File: config.mk
export PLATFORM = sky130hd
export DESIGN_NAME = byte_interleaver
export DESIGN_NICKNAME = d
export VERILOG_FILES = /design/src/rtl/interleaver_pkg.sv /design/src/rtl/il_permute.sv /design/src/rtl/byte_interleaver.sv
export SDC_FILE = /design/constraint.sdc
export NUM_CORES = 1
export LEC_CHECK = 0
export BUFFER_PORTS_ARGS = -buffer_cell sky130_fd_sc_hd__buf_2
export CORE_MARGIN = 1.5
export CORE_UTILIZATION = 25
export DETAILED_ROUTE_END_ITERATION = 10
export PLACE_DENSITY = 0.53
export SLEW_MARGIN = 20
export SYNTH_ARGS = -nofsm -noshare
export SYNTH_HDL_FRONTEND = slang
export SYNTH_SLANG_ARGS = --single-unit
File: constraint.sdc
create_clock -name clk -period 1.44 [get_ports clk]
set_clock_uncertainty 0.15 [all_clocks]
set_input_delay 0.216 -clock clk [delete_from_list [all_inputs] [get_ports clk]]
set_output_delay 0.216 -clock clk [all_outputs]
set_load 0.1 [all_outputs]
File: src/rtl/interleaver_pkg.sv
// rtl/interleaver_pkg.sv - shared geometry, word type and index helpers for the byte interleaver
// Purpose: 12x8 bit matrix constants, 96-bit word type, bit-position helpers.
// Ports: none (package).
package interleaver_pkg;

    localparam int ROWS   = 12;
    localparam int COLS   = 8;
    localparam int WORD_W = 96;

    typedef logic [WORD_W-1:0] word_t;

    // Bit position of row r, bit c in the row-major (byte-wise) word.
    function automatic int rm_index(input int r, input int c);
        return (WORD_W - 1) - COLS * r - ((COLS - 1) - c);
    endfunction

    // Bit position of row r, bit c in the column-major (interleaved) word.
    // Column 7 leads, rows 0..11 within each column.
    function automatic int il_index(input int r, input int c);
        return (WORD_W - 1) - (ROWS * ((COLS - 1) - c) + r);
    endfunction

endpackage

File: src/rtl/il_permute.sv
// rtl/il_permute.sv - combinational forward/inverse row/column bit permutation
// Purpose: pure wiring permutation of a 96-bit word, mode-selected.
// Ports:
//   din_i   in  96  row-major word {b0..b11} (or interleaved word when deinterleaving)
//   mode_i  in  1   0 = interleave, 1 = deinterleave
//   dout_o  out 96  permuted word
module il_permute
    import interleaver_pkg::*;
(
    input  logic [WORD_W-1:0] din_i,
    input  logic              mode_i,
    output logic [WORD_W-1:0] dout_o
);

    word_t fwd;
    word_t inv;

    // Each matrix cell maps one row-major position to one column-major position;
    // the inverse simply swaps source and destination.
    for (genvar r = 0; r < ROWS; r++) begin : g_row
        for (genvar c = 0; c < COLS; c++) begin : g_col
            localparam int IL = il_index(r, c);
            localparam int RM = rm_index(r, c);
            assign fwd[IL] = din_i[RM];
            assign inv[RM] = din_i[IL];
        end
    end

    assign dout_o = mode_i ? inv : fwd;

endmodule

File: src/rtl/byte_interleaver.sv
// rtl/byte_interleaver.sv - 12-byte block interleaver/deinterleaver with registered output
// Purpose: permutes a 96-bit codeword (12 rows x 8 bits) written row-wise,
//          read column-wise; mode selects the inverse. 1-cycle latency.
// Ports:
//   clk        in  1   clock, rising edge
//   reset      in  1   synchronous, active-high
//   in_valid   in  1   capture b0..b11 on this edge
//   mode       in  1   0 = interleave, 1 = deinterleave
//   b0..b11    in  8   rows 0..11, b0 is the MSB byte
//   final_ans  out 96  permuted word, registered
//   out_valid  out 1   final_ans updated this cycle
module byte_interleaver
    import interleaver_pkg::*;
(
    input  logic        clk,
    input  logic        reset,
    input  logic        in_valid,
    input  logic        mode,
    input  logic [7:0]  b0,
    input  logic [7:0]  b1,
    input  logic [7:0]  b2,
    input  logic [7:0]  b3,
    input  logic [7:0]  b4,
    input  logic [7:0]  b5,
    input  logic [7:0]  b6,
    input  logic [7:0]  b7,
    input  logic [7:0]  b8,
    input  logic [7:0]  b9,
    input  logic [7:0]  b10,
    input  logic [7:0]  b11,
    output logic [95:0] final_ans,
    output logic        out_valid
);

    word_t in_word;
    word_t perm;
    word_t ans_d;
    word_t ans_q;
    logic  valid_d;
    logic  valid_q;

    assign in_word = {b0, b1, b2, b3, b4, b5, b6, b7, b8, b9, b10, b11};

    il_permute u_permute (
        .din_i  (in_word),
        .mode_i (mode),
        .dout_o (perm)
    );

    // Output holds its last value between accepted words.
    always_comb begin
        ans_d   = ans_q;
        valid_d = 1'b0;
        if (in_valid) begin
            ans_d   = perm;
            valid_d = 1'b1;
        end
    end

    always_ff @(posedge clk) begin
        if (reset) begin
            ans_q   <= '0;
            valid_q <= 1'b0;
        end else begin
            ans_q   <= ans_d;
            valid_q <= valid_d;
        end
    end

    assign final_ans = ans_q;
    assign out_valid = valid_q;

endmodule

==> flow_summary.json <==
{
  "outcome": "finished, final reports clean",
  "max_slew.worst_pin.slew_ps": 330,
  "antenna_found_initial": 2,
  "hp-class": "input port to flip-flop",
  "synth_seq_cells": 97,
  "via_per_inst": 4.60,
  "muxShareOfSynthArea": 0.225,
  "critPathBufInv": 1,
  "hold_depth": 3,
  "grt_pass1_vias": 3865,
  "critPathTopFamily": "flip-flops",
  "reg2reg_depth": 2,
  "overflow": 0,
  "initial_core_util": 0.257,
  "p_sw_frac": 0.371,
  "power_switching_mw": 3.21,
  "core_um2": 16600,
  "fmax_mhz": 736,
  "setup_viol": 0,
  "yosys.area.top_type_share": 0.454,
  "syn-instance-count": 427,
  "fin_crit_ps": 1360,
  "yosysWarnings": 0,
  "numPortBuffers": 196,
  "clk_latency_ps": 340,
  "grt_pass1_wl_um": 21800,
  "cap_violations": 0,
  "htree_levels": 3,
  "synth-adder-area-share": 0,
  "p_leak_nw": 3.05,
  "gp_congestion": 0.816,
  "antenna_left": 0,
  "synth_area_leaders": "dfxtp_1 (45%), mux2i_1 (22%), a211oi_1 (17%)",
  "max_stage_delay_ps": 350,
  "rsz0062_at_grt": "no",
  "synth_top_family_by_area": "multiplexers",
  "critPathRequiredTime_ps": 1070,
  "drt_pre_antenna_iters": 4,
  "whs_ps": 61.4,
  "cts_root_buf": "clkbuf_16",
  "grt_util_all_layers": 0.161,
  "postSynthAreaPerCell_um2": 10.0,
  "vias": 3854,
  "post-cts-setup-buffer-count": 0,
  "min_period_over_period": 0.943,
  "crit_fanout": 2,
  "yosys.area.top_type": "dfxtp_1",
  "synth-compound-area-share": 0.165,
  "slew_headroom": 0.780,
  "worstReg2RegEnd": "final_ans[23]",
  "pwr-share-clk": 0.307,
  "hold_viol": 0,
  "syn_nets": 527,
  "grt_max_degree": 43,
  "irDropWorstVdd_mv": 0.558,
  "intPower_mw": 5.44,
  "cts_sinks": 97,
  "crit_path_end_kind": "output port",
  "synth_simple_gate_area_frac": 0.0857,
  "wl_um": 14500,
  "setup_ws_ps": 82.1,
  "crit_path_cell_trace": "buf_4",
  "holdPathEnd": "final_ans[41]",
  "ctsLongestPathBuffers": 2,
  "worstPathArrival_ps": 990,
  "power.density_nw_per_um2": 1270,
  "worstSetupPathType": "flip-flop to output port",
  "r2r-start": "final_ans[23]",
  "cts.clk_slew.worst_paths_ps": 70,
  "finalMaxSlewViolations": 0,
  "dieArea_um2": 17900,
  "io_pins": 197,
  "slowest_stage": "dfxtp_1",
  "synthXorXnorAreaFrac": 0,
  "pre_cts_slack_ps": 127,
  "remaining_drc_errors": 0,
  "synth.distinct_cells": 10,
  "cts_tree": "yes",
  "reg2reg_setup_slack_ps": 500,
  "synthToLayoutAreaGrowth_pct": 59.0,
  "die_h_um": 134,
  "fin_nets": 711,
  "combPwrFrac": 0.339,
  "cts_buffers": 9,
  "wl_per_cell_um": 17.3,
  "layout-drive-gt1-share": 0.369,
  "start_kind": "flip-flop",
  "dieWidth_um": 134,
  "ys_seq_area_frac": 0.454,
  "min_from": "b6[3]",
  "p_seq_frac": 0.353,
  "setup_tns_ps": 0,
  "drt_iter0_markers": 140,
  "placementRows": 47,
  "hpwl_um": 11300,
  "synth_area_um2": 4280
}
-- placed cells by master (no fill, tap or decap) --
master         count
a211oi_1          94
buf_12            66
buf_2             96
buf_4             50
buf_6              2
bufinv_16          2
clkbuf_1           3
clkbuf_16          9
clkbuf_8           2
dfxtp_1           97
diode_2            1
dlygate4sd3_1      2
mux2i_1           96
nor2_1            96
nor2b_1            1
-- cell families (layout without fill, tap and decap cells) --
family | count (synthesis) | count (layout)
DFF | 97 | 97
other | 0 | 1
muxes | 96 | 96
buffers and inverters | 43 | 232
and+or+nand+nor | 97 | 97
AOI/OAI and AO/OA | 94 | 94
-- registers in the layout, indices dropped and copies added, names as in the netlist --
| signal | count |
|---|---|
| out_valid | 1 |
| final_ans | 96 |
-- worst max-delay path by stage --
stage                  start             to  slack [ps]  depth (start not counted)
2_1_floorplan  final_ans[10]  final_ans[10]         0.3                          2
3_3_place_gp            mode   final_ans[5]         170                          4
3_5_place_dp            mode   final_ans[9]         130                          4
4_1_cts        final_ans[12]  final_ans[12]          60                          1
5_1_grt        final_ans[12]  final_ans[12]          20                          1
6_report       final_ans[79]  final_ans[79]          80                          1
-- layout make-up --
| type | count | area (µm²) |
|---|---|---|
| Fill cell | 1597 | 9850 |
| Multi-Input combinational cell | 287 | 2030 |
| Timing Repair Buffer | 216 | 2220 |
| Tap cell | 220 | 275 |
| Antenna cell | 1 | 2.50 |
| Clock buffer | 14 | 264 |
| Clock inverter | 2 | 60.1 |
| Sequential cell | 97 | 1940 |
-- worst register-to-register path: stages (launching register included) --
cell      delay, ps
dfxtp_1         410
nor2_1           60
a211oi_1        230
-- power groups by stage --
stage	Sequential, mW	Clock (mW)	Combinational, mW
3_3_place_gp	3.11	0	2.88
6_report	3.06	2.66	2.94
2_1_floorplan	4.47	0	0.567
5_1_grt	3.08	2.84	3.05
4_1_cts	3.06	2.74	2.96
3_5_place_dp	3.11	0	2.90
-- stage by stage --
step                      instances  utilization  power [mW]  instance area (µm²)
after floorplan                 427            -        5.04                 4280
after global placement          818        0.381        5.99                 6340
after detailed placement        818        0.381        6.02                 6340
after CTS                       836        0.408        8.76                 6790
after global routing            837        0.408        8.97                 6800
final                           837        0.408        8.66                 6800
-- per-layer routing --
metal | track usage | share of wire | vias to the layer above
li1 | - | - | 1920
met1 | 0.189 | 0.43 | 1801
met4 | 0.0604 | 0.019 | 0
met2 | 0.277 | 0.49 | 117
met3 | 0.0472 | 0.060 | 16
met5 | 0 | 0 | -
-- synthesized netlist by cell type (all sizes together) --
master and instances:
nor2 96, mux2i 96, buf 20, a211oi 94
clkbuf 23, dfxtp 97, nor2b 1
-- what timing repair did --
item	in CTS	in global routing
endpoints found under the hold margin	2	0
endpoints found under the setup margin	42	0
hold buffers	2	0
gates resized for setup	42	0
Note: power is estimated with default switching activity, not from simulation.
